## src/rtl/fetch_stage.sv

```systemverilog
// -----------------------------------------------------------------------------
// fetch_stage
//
// Instruction fetch stage of the pipelined Otter core. It owns the program
// counter, drives a synchronous-read instruction memory (one cycle latency),
// and fills the IF/DE pipeline register consumed by decode.
//
// Each cycle is in exactly one mode, in priority order:
//   reset > REDIRECT > STALL > RUN
//
//   REDIRECT : squash everything in flight, load the new target into the PC
//              and put a bubble into IF/DE.
//   STALL    : hold the PC and IF/DE. A word returning from memory is parked
//              in a one-entry skid buffer so that it is not lost.
//   RUN      : advance. IF/DE takes the skid word first, then the word
//              returning from memory, and otherwise a bubble. A new read is
//              issued at the current PC.
//
// Ports
//   IF_CLK       in   1  stage clock, rising edge
//   IF_RST       in   1  synchronous active-high reset
//   STALL        in   1  hold request from decode/hazard unit
//   REDIRECT     in   1  taken branch/jump resolved in execute
//   REDIRECT_PC  in  32  redirect target (bits [1:0] ignored)
//   IMEM_ADDR    out 32  instruction memory address (current PC)
//   IMEM_RD_EN   out  1  read strobe, data valid on IMEM_DOUT next cycle
//   IMEM_DOUT    in  32  word for the address strobed the previous cycle
//   IR           out 32  instruction to decode
//   PC_DE        out 32  PC of IR
//   PC_PLUS4     out 32  PC_DE + 4
//   IR_VALID     out  1  IR/PC_DE hold a real instruction
// -----------------------------------------------------------------------------
module fetch_stage #(
    parameter logic [31:0] RESET_VEC = 32'h0000_0000,
    parameter logic [31:0] NOP_INSTR = 32'h0000_0013
) (
    input  logic        IF_CLK,
    input  logic        IF_RST,
    input  logic        STALL,
    input  logic        REDIRECT,
    input  logic [31:0] REDIRECT_PC,
    output logic [31:0] IMEM_ADDR,
    output logic        IMEM_RD_EN,
    input  logic [31:0] IMEM_DOUT,
    output logic [31:0] IR,
    output logic [31:0] PC_DE,
    output logic [31:0] PC_PLUS4,
    output logic        IR_VALID
);

    typedef enum logic [1:0] {
        MODE_RUN   = 2'd0,
        MODE_STALL = 2'd1,
        MODE_REDIR = 2'd2,
        MODE_RESET = 2'd3
    } mode_t;

    // Architectural state
    logic [31:0] r_pc_q;
    logic        r_inflight_v;
    logic [31:0] r_inflight_pc;
    logic        r_skid_v;
    logic [31:0] r_skid_ir;
    logic [31:0] r_skid_pc;
    logic [31:0] r_ir;
    logic [31:0] r_pc_de;
    logic [31:0] r_pc_plus4;
    logic        r_ir_valid;

    // Next-state values
    mode_t       w_mode;
    logic [31:0] w_pc_q;
    logic        w_inflight_v;
    logic [31:0] w_inflight_pc;
    logic        w_skid_v;
    logic [31:0] w_skid_ir;
    logic [31:0] w_skid_pc;
    logic [31:0] w_ir;
    logic [31:0] w_pc_de;
    logic [31:0] w_pc_plus4;
    logic        w_ir_valid;
    logic        w_rd_en;
    logic [31:0] w_redirect_pc;

    // PC arithmetic wraps modulo 2^32 with no indication.
    function automatic logic [31:0] pc_inc(input logic [31:0] pc);
        pc_inc = pc + 32'd4;
    endfunction

    assign w_redirect_pc = {REDIRECT_PC[31:2], 2'b00};

    // Mode decode: reset overrides redirect, redirect overrides stall.
    always_comb begin
        w_mode = MODE_RUN;
        if (IF_RST) begin
            w_mode = MODE_RESET;
        end else if (REDIRECT) begin
            w_mode = MODE_REDIR;
        end else if (STALL) begin
            w_mode = MODE_STALL;
        end else begin
            w_mode = MODE_RUN;
        end
    end

    // Next-state computation for PC, in-flight tracker, skid and IF/DE.
    always_comb begin
        w_pc_q        = r_pc_q;
        w_inflight_v  = r_inflight_v;
        w_inflight_pc = r_inflight_pc;
        w_skid_v      = r_skid_v;
        w_skid_ir     = r_skid_ir;
        w_skid_pc     = r_skid_pc;
        w_ir          = r_ir;
        w_pc_de       = r_pc_de;
        w_pc_plus4    = r_pc_plus4;
        w_ir_valid    = r_ir_valid;

        case (w_mode)
            MODE_RESET: begin
                w_pc_q        = RESET_VEC;
                w_inflight_v  = 1'b0;
                w_inflight_pc = RESET_VEC;
                w_skid_v      = 1'b0;
                w_skid_ir     = NOP_INSTR;
                w_skid_pc     = RESET_VEC;
                w_ir          = NOP_INSTR;
                w_ir_valid    = 1'b0;
                w_pc_de       = RESET_VEC;
                w_pc_plus4    = pc_inc(RESET_VEC);
            end

            MODE_REDIR: begin
                // The word returning this cycle belongs to the wrong path.
                w_pc_q       = w_redirect_pc;
                w_inflight_v = 1'b0;
                w_skid_v     = 1'b0;
                w_ir         = NOP_INSTR;
                w_ir_valid   = 1'b0;
            end

            MODE_STALL: begin
                // Park the returning word; an already-full skid simply holds.
                if (r_inflight_v) begin
                    w_skid_v     = 1'b1;
                    w_skid_ir    = IMEM_DOUT;
                    w_skid_pc    = r_inflight_pc;
                    w_inflight_v = 1'b0;
                end else begin
                    w_skid_v     = r_skid_v;
                end
            end

            MODE_RUN: begin
                // The skid word is older than anything in flight, so it goes first.
                if (r_skid_v) begin
                    w_ir       = r_skid_ir;
                    w_pc_de    = r_skid_pc;
                    w_pc_plus4 = pc_inc(r_skid_pc);
                    w_ir_valid = 1'b1;
                    w_skid_v   = 1'b0;
                end else if (r_inflight_v) begin
                    w_ir       = IMEM_DOUT;
                    w_pc_de    = r_inflight_pc;
                    w_pc_plus4 = pc_inc(r_inflight_pc);
                    w_ir_valid = 1'b1;
                end else begin
                    // Bubble: PC_DE/PC_PLUS4 keep their previous values.
                    w_ir       = NOP_INSTR;
                    w_ir_valid = 1'b0;
                end
                w_inflight_v  = 1'b1;
                w_inflight_pc = r_pc_q;
                w_pc_q        = pc_inc(r_pc_q);
            end

            default: begin
                w_pc_q     = RESET_VEC;
                w_ir       = NOP_INSTR;
                w_ir_valid = 1'b0;
            end
        endcase
    end

    // Read strobe: only RUN cycles issue a memory read.
    always_comb begin
        w_rd_en = 1'b0;
        case (w_mode)
            MODE_RUN:   w_rd_en = 1'b1;
            MODE_STALL: w_rd_en = 1'b0;
            MODE_REDIR: w_rd_en = 1'b0;
            MODE_RESET: w_rd_en = 1'b0;
            default:    w_rd_en = 1'b0;
        endcase
    end

    // State register for the whole stage (reset handled in the next-state logic).
    always_ff @(posedge IF_CLK) begin
        r_pc_q        <= w_pc_q;
        r_inflight_v  <= w_inflight_v;
        r_inflight_pc <= w_inflight_pc;
        r_skid_v      <= w_skid_v;
        r_skid_ir     <= w_skid_ir;
        r_skid_pc     <= w_skid_pc;
        r_ir          <= w_ir;
        r_pc_de       <= w_pc_de;
        r_pc_plus4    <= w_pc_plus4;
        r_ir_valid    <= w_ir_valid;
    end

    assign IMEM_ADDR  = r_pc_q;
    assign IMEM_RD_EN = w_rd_en;
    assign IR         = r_ir;
    assign PC_DE      = r_pc_de;
    assign PC_PLUS4   = r_pc_plus4;
    assign IR_VALID   = r_ir_valid;

endmodule

```

## config.mk

```make
export PLATFORM = sky130hd
export DESIGN_NAME = fetch_stage
export DESIGN_NICKNAME = d
export VERILOG_FILES = /design/src/rtl/fetch_stage.sv
export SDC_FILE = /design/constraint.sdc
export NUM_CORES = 1
export LEC_CHECK = 0
export ABC_AREA = 1
export BUFFER_PORTS_ARGS = -buffer_cell sky130_fd_sc_hd__buf_2
export CORE_ASPECT_RATIO = 1.2
export CORE_MARGIN = 3
export CORE_UTILIZATION = 56
export DETAILED_ROUTE_END_ITERATION = 10
export PLACE_DENSITY = 0.91
export SETUP_SLACK_MARGIN = 0.15
export SLEW_MARGIN = 20
export SYNTH_ARGS = -nofsm -noshare
export SYNTH_HDL_FRONTEND = slang
export SYNTH_SLANG_ARGS = --single-unit
```

## constraint.sdc

```tcl
create_clock -name IF_CLK -period 3.1 [get_ports IF_CLK]
set_input_delay 0 -clock IF_CLK [delete_from_list [all_inputs] [get_ports IF_CLK]]
set_output_delay 0 -clock IF_CLK [all_outputs]
set_load 0.03 [all_outputs]
```

==> impl_metrics.env, run 1 <==
export IMPL_antenna_found_initial=0
export IMPL_numPortBuffers=189
export IMPL_hold_path_end="r_skid_v$_DFFE_PP_"
export IMPL_grt_setup_unrepaired="false"
export IMPL_antenna_violating_nets_post_route=0
export IMPL_drcViolationCount=0
export IMPL_layout_common_cells="435 x sky130_fd_sc_hd__nand2_1, 216 x sky130_fd_sc_hd__edfxtp_1, 189 x sky130_fd_sc_hd__buf_2"
export IMPL_asyncSetResetFlopFracSynth_pct=0
export IMPL_n_fill_cell=1332
export IMPL_r2r_cells=10
export IMPL_cp_data_arrival_time_ps=2570
export IMPL_pre_cts_ws_ps=810.9
export IMPL_place_detailed_hpwl_um=17040
export IMPL_synth_area_leaders="sky130_fd_sc_hd__edfxtp_1 61%, sky130_fd_sc_hd__nand2_1 15%, sky130_fd_sc_hd__inv_1 6.5%, sky130_fd_sc_hd__nor2_1 3.4%, sky130_fd_sc_hd__a21oi_1 2.3%"
export IMPL_result_of_the_run="completed"
export IMPL_clockBufferDepth=3
export IMPL_clockRootBuffer="sky130_fd_sc_hd__clkbuf_16"
export IMPL_numCtsBuffers=22
export IMPL_synth_to_final_area_change_pct=23.68
export IMPL_row_count=54
export IMPL_wirelength_um=25990
export IMPL_gr_ovfl_total=0
export IMPL_final_net_count=1503
export IMPL_via_per_instance_ratio=5.138
export IMPL_postCtsResizedCells=0
export IMPL_synth_lib_cells_used_distinct=37
export IMPL_worstSetupEndpointType="flip-flop"
export IMPL_edff_count_synth=216
export IMPL_power_leakage_nw=6.220
export IMPL_post_cts_setup_repair_bufs=0
export IMPL_crit_path_max_fanout=34
export IMPL_initialDrtViolationCount=680
export IMPL_kind_of_start_point_of_the_critical_path="flip-flop"
export IMPL_firstDrtPassIters=5
export IMPL_max_cap_viol_count=0
export IMPL_synth_flop_cell="sky130_fd_sc_hd__edfxtp_1"
export IMPL_timing_clock_skew_ps=12.45
export IMPL_min_from="IF_RST"
export IMPL_routability_congestion_estimate=0.9008
export IMPL_worst_slew_pin_slew_ps=1039
export IMPL_num_io_pins=198
export IMPL_route_vias_total=8704
export IMPL_slew_viol_final=0
export IMPL_floorplan_initialDensity_pct=57.77
export IMPL_fmax_mhz=430.6
export IMPL_groute_usage_overall_pct=24.73
export IMPL_wl_per_cell_um=15.34
export IMPL_ctsHtreeMaxLevel=1
export IMPL_tmin_final_ps=2322
export IMPL_chipHeight_um=157.1
export IMPL_regToRegStartpoint="r_skid_v$_DFFE_PP_"
export IMPL_floorplan_core_area_um2=18450
export IMPL_vdd_ir_drop_worst_mv=0.4363
export IMPL_yosysWarnings=0
export IMPL_crit_type="reg -> reg"
export IMPL_worst_flop_to_flop_path_endpoint="PC_PLUS4[23]$_SDFFCE_PN0P_"
export IMPL_cts_tree="built"
export IMPL_numClockSinks=217
export IMPL_post_synth_top_area_fraction_pct=60.87
export IMPL_final_min_period_over_clock_period_pct=74.91
export IMPL_grt_first_pass_wirelength_um=41790
export IMPL_mostFrequentLayoutCell="sky130_fd_sc_hd__nand2_1"
export IMPL_timing_hold_worst_class="in -> reg"
export IMPL_fp_dieArea_um2=20730
export IMPL_report_final_setup_viol=0
export IMPL_first_global_vias=8784
export IMPL_grt_max_degree=78
export IMPL_pwr_density_cell_nw_per_um2=549.9
export IMPL_totalNegativeSetupSlack_ps=0
export IMPL_fraction_of_layout_instances_using_a_drive_strength_above_1_pct=19.49
export IMPL_final_hold_worst_slack_ps=38.58
export IMPL_max_slew_margin_rel_pct=30.71
export IMPL_dieWidth_um=131.9
export IMPL_worstSkewPairLatency_ps=500
export IMPL_number_of_stages_on_the_worst_hold_path=3
export IMPL_syn_avg_cell_area_um2=9.031
export IMPL_hold_viol_final=0
export IMPL_worst_r2r_setup_slack_ps=780
export IMPL_diodes=0
export IMPL_postLayoutSetupSlackWorst_ps=777.9
export IMPL_path_clk_slew_ps=60
export IMPL_post_synth_instance_area_um2=10660
export IMPL_number_of_instances_in_the_synthesized_netlist=1180
export IMPL_cp_data_required_time_ps=3350
export IMPL_yosysSeqAreaShare_pct=61.05
export IMPL_synth_area_leader_cell="sky130_fd_sc_hd__edfxtp_1"
export IMPL_synth_seq_cells=217
-- registers in the layout, summed over array words and instances, names as in the netlist --
register	flops
r_skid_ir	32
IR_VALID	1
r_inflight_v	1
PC_DE	30
r_skid_v	1
IMEM_ADDR	30
PC_PLUS4	30
r_inflight_pc	30
r_skid_pc	30
IR	32
-- critical path, stage by stage (launching register included) --
cell                       delay, ps
sky130_fd_sc_hd__edfxtp_1        520
sky130_fd_sc_hd__buf_4           420
sky130_fd_sc_hd__nand2_1          90
sky130_fd_sc_hd__nand2_1         150
sky130_fd_sc_hd__nand2_1          90
sky130_fd_sc_hd__nor2_1          260
sky130_fd_sc_hd__nand2_1         140
sky130_fd_sc_hd__nor2_4          190
sky130_fd_sc_hd__nand3_1          90
sky130_fd_sc_hd__nand2_1          70
sky130_fd_sc_hd__inv_1            40
-- cell usage after synthesis (3+ instances only) --
master,n
sky130_fd_sc_hd__clkbuf_1,22
sky130_fd_sc_hd__nand4_1,7
sky130_fd_sc_hd__o211ai_1,3
sky130_fd_sc_hd__a21oi_1,49
sky130_fd_sc_hd__inv_2,3
sky130_fd_sc_hd__nor3_1,10
sky130_fd_sc_hd__nor2_1,96
sky130_fd_sc_hd__buf_2,3
sky130_fd_sc_hd__buf_1,7
sky130_fd_sc_hd__nor2_2,8
sky130_fd_sc_hd__buf_6,3
sky130_fd_sc_hd__edfxtp_1,216
sky130_fd_sc_hd__ha_1,7
sky130_fd_sc_hd__inv_1,184
sky130_fd_sc_hd__o21ai_0,27
sky130_fd_sc_hd__nor2_4,8
sky130_fd_sc_hd__nand2_2,20
sky130_fd_sc_hd__nand3_1,39
sky130_fd_sc_hd__nand2_1,435
sky130_fd_sc_hd__buf_4,8
sky130_fd_sc_hd__o21a_1,4
-- logic make-up after synthesis --
| kind of cell | count (synthesis) | synth area share, % |
|---|---|---|
| simple gates | 630 | 24.37 |
| buf+inv | 231 | 8.818 |
| fa+ha+maj | 7 | 0.8218 |
| flops | 217 | 61.05 |
| other cells | 1 | 0.03519 |
| mux | 1 | 0.09393 |
| xor+xnor | 2 | 0.1644 |
| compound gates | 91 | 4.638 |
-- cell type report --
class,instances,area [µm²],share of cell area [%]
Clock buffer,32,639.4,4.851
Multi-Input combinational cell,737,3244,24.62
Inverter,187,701.9,5.326
Sequential cell,217,6506,49.36
Clock inverter,6,78.83,0.5981
Tap cell,252,315.3,2.392
Timing Repair Buffer,263,1694,12.85
-- worst max-delay path by stage --
stage                  startpoint                          to  slack [ps]  cells past startpoint
2_1_floorplan            REDIRECT     PC_DE[10]$_SDFFCE_PN0P_         330                      6
3_3_place_gp   r_skid_v$_DFFE_PP_  PC_PLUS4[23]$_SDFFCE_PN0P_         870                     11
3_5_place_dp   r_skid_v$_DFFE_PP_        IR[24]$_SDFFCE_PN0P_         810                      4
4_1_cts        r_skid_v$_DFFE_PP_        IR[24]$_SDFFCE_PN0P_         790                      4
5_1_grt        r_skid_v$_DFFE_PP_  PC_PLUS4[31]$_SDFFCE_PN0P_         590                     11
6_report       r_skid_v$_DFFE_PP_  PC_PLUS4[23]$_SDFFCE_PN0P_         780                     10
-- through the flow --
stage                     std cells  power (mW)  area, µm²  utilization, %
after floorplan                1185       4.281      10680               -
after global placement         1594       4.539      11840           64.17
after detailed placement       1594       4.578      11840           64.17
after CTS                      1694       7.253      13180           71.43
after global routing           1694       7.502      13180           71.46
final                          1694       7.248      13180           71.46
-- where the power goes --
group	switching (mW)	leakage [nW]	internal, mW	total (mW)
clock	1.06	0.354	1.59	2.65
combinational	0.695	3.58	0.282	0.977
sequential	0.132	2.28	3.49	3.62
-- repair_timing --
action	in CTS	in global routing
hold buffers	62	0
endpoints found under the setup margin	0	0
hold endpoints to repair	94	0
-- per-layer routing --
layer	part of all wire (%)	routed length (µm)	vias up	GRT usage [%]
li1	-	-	4224	-
met1	38	9759	3972	28.32
met2	51	13180	407	45.06
met3	6.6	1707	101	3.996
met4	5.2	1339	0	12.61
met5	0	0	-	0
(Power assumes the default switching activity.)
==> run 2: changes to the inputs <==
clock period = 2.28 ns   (was 3.1 ns; I/O delays follow)
==> impl_metrics.env, run 2 (same netlist as run 1, synthesis figures left out) <==
export IMPL_first_global_vias=8540
export IMPL_result_of_the_run="completed"
export IMPL_slew_viol_final=0
export IMPL_power_switching_fraction_pct=27.03
export IMPL_final_net_count=1520
export IMPL_layout_common_cells="433 x sky130_fd_sc_hd__nand2_1, 216 x sky130_fd_sc_hd__edfxtp_1, 189 x sky130_fd_sc_hd__buf_2"
export IMPL_fraction_of_layout_instances_using_a_drive_strength_above_1_pct=21.12
export IMPL_min_from="IF_RST"
export IMPL_final_min_period_over_clock_period_pct=90.03
export IMPL_cts_tree="built"
export IMPL_worst_flop_to_flop_path_endpoint="PC_PLUS4[30]$_SDFFCE_PN0P_"
export IMPL_max_slew_margin_rel_pct=65.61
export IMPL_initialDrtViolationCount=696
export IMPL_timing_hold_worst_class="in -> reg"
export IMPL_grt_setup_unrepaired="false"
export IMPL_mostFrequentLayoutCell="sky130_fd_sc_hd__nand2_1"
export IMPL_antenna_found_initial=1
export IMPL_pwr_share_clk_pct=34.9
export IMPL_hold_path_end="r_skid_v$_DFFE_PP_"
export IMPL_finalNonFillerCells=1711
export IMPL_power_net_switching_mw=2.609
export IMPL_numCtsBuffers=22
export IMPL_crit_path_max_fanout=8
export IMPL_num_io_pins=198
export IMPL_path_clk_slew_ps=60
export IMPL_pre_cts_ws_ps=145.0
export IMPL_power_leakage_nw=6.292
export IMPL_report_final_setup_viol=0
export IMPL_power_report_internal_total_mw=7.045
export IMPL_pwr_density_cell_nw_per_um2=723.6
export IMPL_crit_type="reg -> reg"
export IMPL_clockBufferDepth=3
export IMPL_dp_cells=1604
export IMPL_cp_data_required_time_ps=2540
export IMPL_number_of_stages_on_the_worst_hold_path=3
export IMPL_floorplan_core_area_um2=18450
export IMPL_timing_clock_skew_ps=20.64
export IMPL_grt_first_pass_wirelength_um=41520
export IMPL_antenna_violating_nets_post_route=0
export IMPL_dieWidth_um=131.9
export IMPL_gr_ovfl_total=0
export IMPL_hold_viol_final=0
export IMPL_fmax_mhz=487.2
export IMPL_clockRootBuffer="sky130_fd_sc_hd__clkbuf_16"
export IMPL_firstDrtPassIters=5
export IMPL_numPortBuffers=189
export IMPL_synth_to_final_area_change_pct=25.20
export IMPL_wl_per_cell_um=15.25
export IMPL_sequentialPowerShare_pct=51.0
export IMPL_cp_data_arrival_time_ps=2310
export IMPL_r2r_cells=12
export IMPL_regToRegStartpoint="r_skid_v$_DFFE_PP_"
export IMPL_drcViolationCount=0
export IMPL_fp_dieArea_um2=20730
export IMPL_totalNegativeSetupSlack_ps=0
export IMPL_routability_congestion_estimate=0.9376
export IMPL_grt_max_degree=78
export IMPL_row_count=54
export IMPL_chipHeight_um=157.1
export IMPL_numClockSinks=217
export IMPL_fin_total_pwr_mw=9.654
export IMPL_kind_of_start_point_of_the_critical_path="flip-flop"
export IMPL_place_detailed_hpwl_um=17300
export IMPL_n_fill_cell=1261
export IMPL_worst_r2r_setup_slack_ps=230
export IMPL_ctsHtreeMaxLevel=1
export IMPL_floorplan_initialDensity_pct=57.77
export IMPL_tmin_final_ps=2053
export IMPL_max_cap_viol_count=0
export IMPL_route_vias_total=8765
export IMPL_worstSetupEndpointType="flip-flop"
export IMPL_vdd_ir_drop_worst_mv=0.5372
export IMPL_groute_usage_overall_pct=24.50
export IMPL_via_per_instance_ratio=5.123
export IMPL_worst_slew_pin_slew_ps=511.9
export IMPL_combinationalPowerShare_pct=14.1
export IMPL_worstSkewPairLatency_ps=510
export IMPL_postLayoutSetupSlackWorst_ps=227.3
export IMPL_wirelength_um=26090
run 2: cell types whose count changed in the layout (fill, tap and decap cells not counted), sizes merged:
| cell | change |
|---|---|
| diode | +1 |
| clkinvlp | +1 |
| clkinv | +7 |
| buf | +17 |
| clkbuf | -8 |
| bufinv | -1 |
run 2: repair_timing:
action,in CTS,in global routing
hold buffers,62,0
setup endpoints to repair,2,23
setup buffers,2,5
gates resized for setup,0,17
hold endpoints to repair,94,0
pin swaps,2,7
run 2: power by group through the flow:
stage               clock, mW  sequential [mW]  combinational [mW]
CTS                      3.40             4.92                1.34
global route             3.59             4.95                1.47
finish                   3.36             4.93                1.36
detailed placement          0             5.00                1.25
global placement            0             4.98                1.21
floorplan                   0             5.28               0.541
run 2: routing by layer:
layer / GRT usage [%] / wire length [µm] / part of all wire (%)
met1: 29.49 / 9624 / 37
met3: 3.772 / 1943 / 7.4
met5: 0 / 0 / 0
met2: 43.33 / 13310 / 51
met4: 12.16 / 1205 / 4.6
run 2: metrics by stage:
step | hold slack (ps) | cell area (µm²) | util [%]
floorplan | 171.6 | 10690 | -
global placement | 269.7 | 11950 | 64.77
detailed placement | 274.1 | 11950 | 64.77
CTS | 40.21 | 13250 | 71.82
global route | 55.17 | 13340 | 72.33
finish | 50.72 | 13340 | 72.33
run 2: how the worst max path moves through the flow:
stage | start | endpoint | slack (ps) | depth (start not counted)
after floorplan | REDIRECT | IMEM_ADDR[10]$_SDFFCE_PN0P_ | 190 | 5
after global placement | r_skid_v$_DFFE_PP_ | PC_PLUS4[30]$_SDFFCE_PN0P_ | 240 | 12
after detailed placement | r_skid_v$_DFFE_PP_ | PC_PLUS4[30]$_SDFFCE_PN0P_ | 150 | 12
after CTS | r_skid_v$_DFFE_PP_ | PC_PLUS4[18]$_SDFFCE_PN0P_ | 180 | 11
after global routing | r_skid_v$_DFFE_PP_ | PC_PLUS4[30]$_SDFFCE_PN0P_ | 130 | 12
final | r_skid_v$_DFFE_PP_ | PC_PLUS4[30]$_SDFFCE_PN0P_ | 230 | 12
run 2: area by class of cell:
class | count | area (µm²) | area share, %
Sequential cell | 217 | 6506 | 48.77
Multi-Input combinational cell | 737 | 3284 | 24.62
Timing Repair Buffer | 280 | 1858 | 13.93
Inverter | 187 | 710.7 | 5.327
Clock buffer | 24 | 558.0 | 4.183
Tap cell | 252 | 315.3 | 2.363
Clock inverter | 13 | 106.4 | 0.7972
Antenna cell | 1 | 2.502 | 0.01876
run 2: worst max-delay path, cell delays in order (launching register included):
cell and delay, ps:
sky130_fd_sc_hd__edfxtp_1 450, sky130_fd_sc_hd__buf_6 170, sky130_fd_sc_hd__buf_4 110, sky130_fd_sc_hd__nand2_2 50, sky130_fd_sc_hd__nand2_2 100, sky130_fd_sc_hd__ha_4 150, sky130_fd_sc_hd__nand2_2 70, sky130_fd_sc_hd__nor2_4 120
sky130_fd_sc_hd__nand2_4 110, sky130_fd_sc_hd__nor2_4 230, sky130_fd_sc_hd__nand3_2 120, sky130_fd_sc_hd__nand2_2 80, sky130_fd_sc_hd__inv_1 40
==> run 3: changes to the inputs <==
CELL_PAD_IN_SITES_DETAIL_PLACEMENT = 0   (was default)
CELL_PAD_IN_SITES_GLOBAL_PLACEMENT = 1   (was default)
CORE_ASPECT_RATIO = 0.7   (was 1.2)
CORE_UTILIZATION = 40   (was 56)
PLACE_DENSITY = 0.88   (was 0.91)
==> impl_metrics.env, run 3 (same netlist as run 1, synthesis figures left out) <==
export IMPL_worst_flop_to_flop_path_endpoint="PC_PLUS4[30]$_SDFFCE_PN0P_"
export IMPL_final_net_count=1517
export IMPL_chipHeight_um=142.6
export IMPL_regToRegStartpoint="r_skid_v$_DFFE_PP_"
export IMPL_clockBufferDepth=3
export IMPL_ctsHtreeMaxLevel=1
export IMPL_pwr_density_cell_nw_per_um2=758.8
export IMPL_postLayoutSetupSlackWorst_ps=232.1
export IMPL_sequentialPowerShare_pct=47.8
export IMPL_pwr_share_clk_pct=38.9
export IMPL_via_per_instance_ratio=4.639
export IMPL_tmin_final_ps=2048
export IMPL_grt_setup_unrepaired="true"
export IMPL_worst_r2r_setup_slack_ps=230
export IMPL_timing_hold_worst_class="in -> reg"
export IMPL_groute_usage_overall_pct=18.15
export IMPL_floorplan_core_area_um2=25930
export IMPL_grt_first_pass_wirelength_um=42130
export IMPL_drcViolationCount=0
export IMPL_result_of_the_run="completed"
export IMPL_r2r_cells=11
export IMPL_cp_data_arrival_time_ps=2310
export IMPL_num_io_pins=198
export IMPL_floorplan_initialDensity_pct=41.09
export IMPL_fmax_mhz=488.3
export IMPL_vdd_ir_drop_worst_mv=0.5525
export IMPL_fp_dieArea_um2=28670
export IMPL_timing_clock_skew_ps=15.98
export IMPL_fin_total_pwr_mw=10.32
export IMPL_report_final_setup_viol=0
export IMPL_wirelength_um=26530
export IMPL_crit_path_max_fanout=26
export IMPL_first_global_vias=7895
export IMPL_synth_to_final_area_change_pct=27.63
export IMPL_numCtsBuffers=23
export IMPL_mostFrequentLayoutCell="sky130_fd_sc_hd__nand2_1"
export IMPL_max_slew_margin_rel_pct=47.20
export IMPL_cts_tree="built"
export IMPL_worst_slew_pin_slew_ps=792.0
export IMPL_antenna_found_initial=0
export IMPL_max_cap_viol_count=0
export IMPL_worstSetupStartpoint="r_skid_v$_DFFE_PP_"
export IMPL_cp_data_required_time_ps=2540
export IMPL_power_leakage_nw=6.356
export IMPL_power_net_switching_mw=2.643
export IMPL_topRoutingLayerUsed="met4"
export IMPL_worstSkewPairLatency_ps=500
export IMPL_grt_max_degree=78
export IMPL_power_report_internal_total_mw=7.677
export IMPL_path_clk_slew_ps=60
export IMPL_place_detailed_hpwl_um=18820
export IMPL_numClockSinks=217
export IMPL_wl_per_cell_um=14.62
export IMPL_power_switching_fraction_pct=25.61
export IMPL_combinationalPowerShare_pct=13.3
export IMPL_fraction_of_layout_instances_using_a_drive_strength_above_1_pct=21.26
export IMPL_totalNegativeSetupSlack_ps=0
export IMPL_diodes=0
export IMPL_met2_length_um=10800
export IMPL_layout_common_cells="432 x sky130_fd_sc_hd__nand2_1, 216 x sky130_fd_sc_hd__edfxtp_1, 189 x sky130_fd_sc_hd__buf_2"
export IMPL_numPortBuffers=189
export IMPL_clockRootBuffer="sky130_fd_sc_hd__clkbuf_16"
export IMPL_initialDrtViolationCount=670
export IMPL_crit_path_end="PC_PLUS4[30]$_SDFFCE_PN0P_"
export IMPL_drt_met1_wl_um=13150
export IMPL_antenna_violating_nets_post_route=0
export IMPL_route_vias_total=8419
export IMPL_routability_congestion_estimate=0.8451
export IMPL_gr_ovfl_total=0
export IMPL_crit_type="reg -> reg"
export IMPL_dieWidth_um=201.1
export IMPL_detailroute_wirelength_met3_um=2131
export IMPL_pre_cts_ws_ps=73.60
export IMPL_hold_viol_final=0
export IMPL_row_count=49
export IMPL_kind_of_start_point_of_the_critical_path="flip-flop"
export IMPL_slew_viol_final=0
export IMPL_worstSetupEndpointType="flip-flop"
export IMPL_number_of_stages_on_the_worst_hold_path=3
export IMPL_firstDrtPassIters=5
export IMPL_final_min_period_over_clock_period_pct=89.82
run 3: cell types whose count changed in the layout (fill, tap and decap cells not counted), moves of 2 or more:
| cell | delta |
|---|---|
| sky130_fd_sc_hd__nand3_2 | -2 |
| sky130_fd_sc_hd__nor2_1 | -4 |
| sky130_fd_sc_hd__buf_6 | -3 |
| sky130_fd_sc_hd__nor2_4 | +3 |
| sky130_fd_sc_hd__buf_4 | -2 |
| sky130_fd_sc_hd__nand3_1 | +2 |
| sky130_fd_sc_hd__bufinv_16 | +5 |
run 3: through the flow:
step	utilization, %	instance area (µm²)	std cells	hold slack (ps)
floorplan	-	10690	1185	171.6
global placement	46.44	12040	1706	272.5
detailed placement	46.44	12040	1706	274.7
CTS	51.97	13480	1809	19.98
global route	52.44	13600	1815	57.50
finish	52.44	13600	1815	40.41
run 3: worst min-delay path by stage:
stage | slack (ps) | endpoint | startpoint
after floorplan | 170 | r_skid_ir[0]$_SDFFCE_PP1P_ | IMEM_DOUT[0]
after global placement | 270 | IMEM_ADDR[14]$_SDFFCE_PN0P_ | REDIRECT_PC[14]
after detailed placement | 270 | IMEM_ADDR[8]$_SDFFCE_PN0P_ | REDIRECT_PC[8]
after CTS | 20 | r_skid_v$_DFFE_PP_ | IF_RST
after global routing | 60 | r_skid_v$_DFFE_PP_ | REDIRECT
final | 40 | r_skid_v$_DFFE_PP_ | IF_RST
run 3: final cells by class:
| type | instances | area (µm²) |
|---|---|---|
| sequential | 217 | 6506 |
| multi-input combinational | 737 | 3307 |
| timing repair buffer | 276 | 1824 |
| clock inverter | 15 | 224.0 |
| tap | 357 | 446.7 |
| clock buffer | 26 | 586.8 |
| fill | 2354 | 12330 |
| inverter | 187 | 705.7 |
run 3: per-layer routing:
metal  vias to the layer above  track usage (%)
li1                       4260                -
met1                      3797            28.20
met2                       325            26.44
met3                        37            3.543
met4                         0            3.657
met5                         -                0
run 3: critical path, cell delays in order (launching register included):
cell and delay (ps):
sky130_fd_sc_hd__edfxtp_1 530, sky130_fd_sc_hd__inv_2 150, sky130_fd_sc_hd__buf_12 170, sky130_fd_sc_hd__nand2_1 90
sky130_fd_sc_hd__nand2_1 120, sky130_fd_sc_hd__nand2_1 110, sky130_fd_sc_hd__nor2_2 110, sky130_fd_sc_hd__nand2_1 90
sky130_fd_sc_hd__nor2_4 210, sky130_fd_sc_hd__nand3_1 110, sky130_fd_sc_hd__nand2_1 80, sky130_fd_sc_hd__inv_1 30
run 3: power by group through the flow:
| stage | Sequential, mW | Clock [mW] | Combinational (mW) |
|---|---|---|---|
| floorplan | 5.28 | 0 | 0.541 |
| global placement | 5.01 | 0 | 1.25 |
| detailed placement | 5.01 | 0 | 1.27 |
| CTS | 4.93 | 4.11 | 1.36 |
| global route | 4.96 | 4.26 | 1.50 |
| finish | 4.93 | 4.01 | 1.37 |
run 3: repair_timing:
item	in CTS	in global routing
setup buffers	0	6
setup endpoints to repair	11	20
hold buffers	62	0
pin swaps	0	6
resized for setup	1	22
hold endpoints to repair	94	0
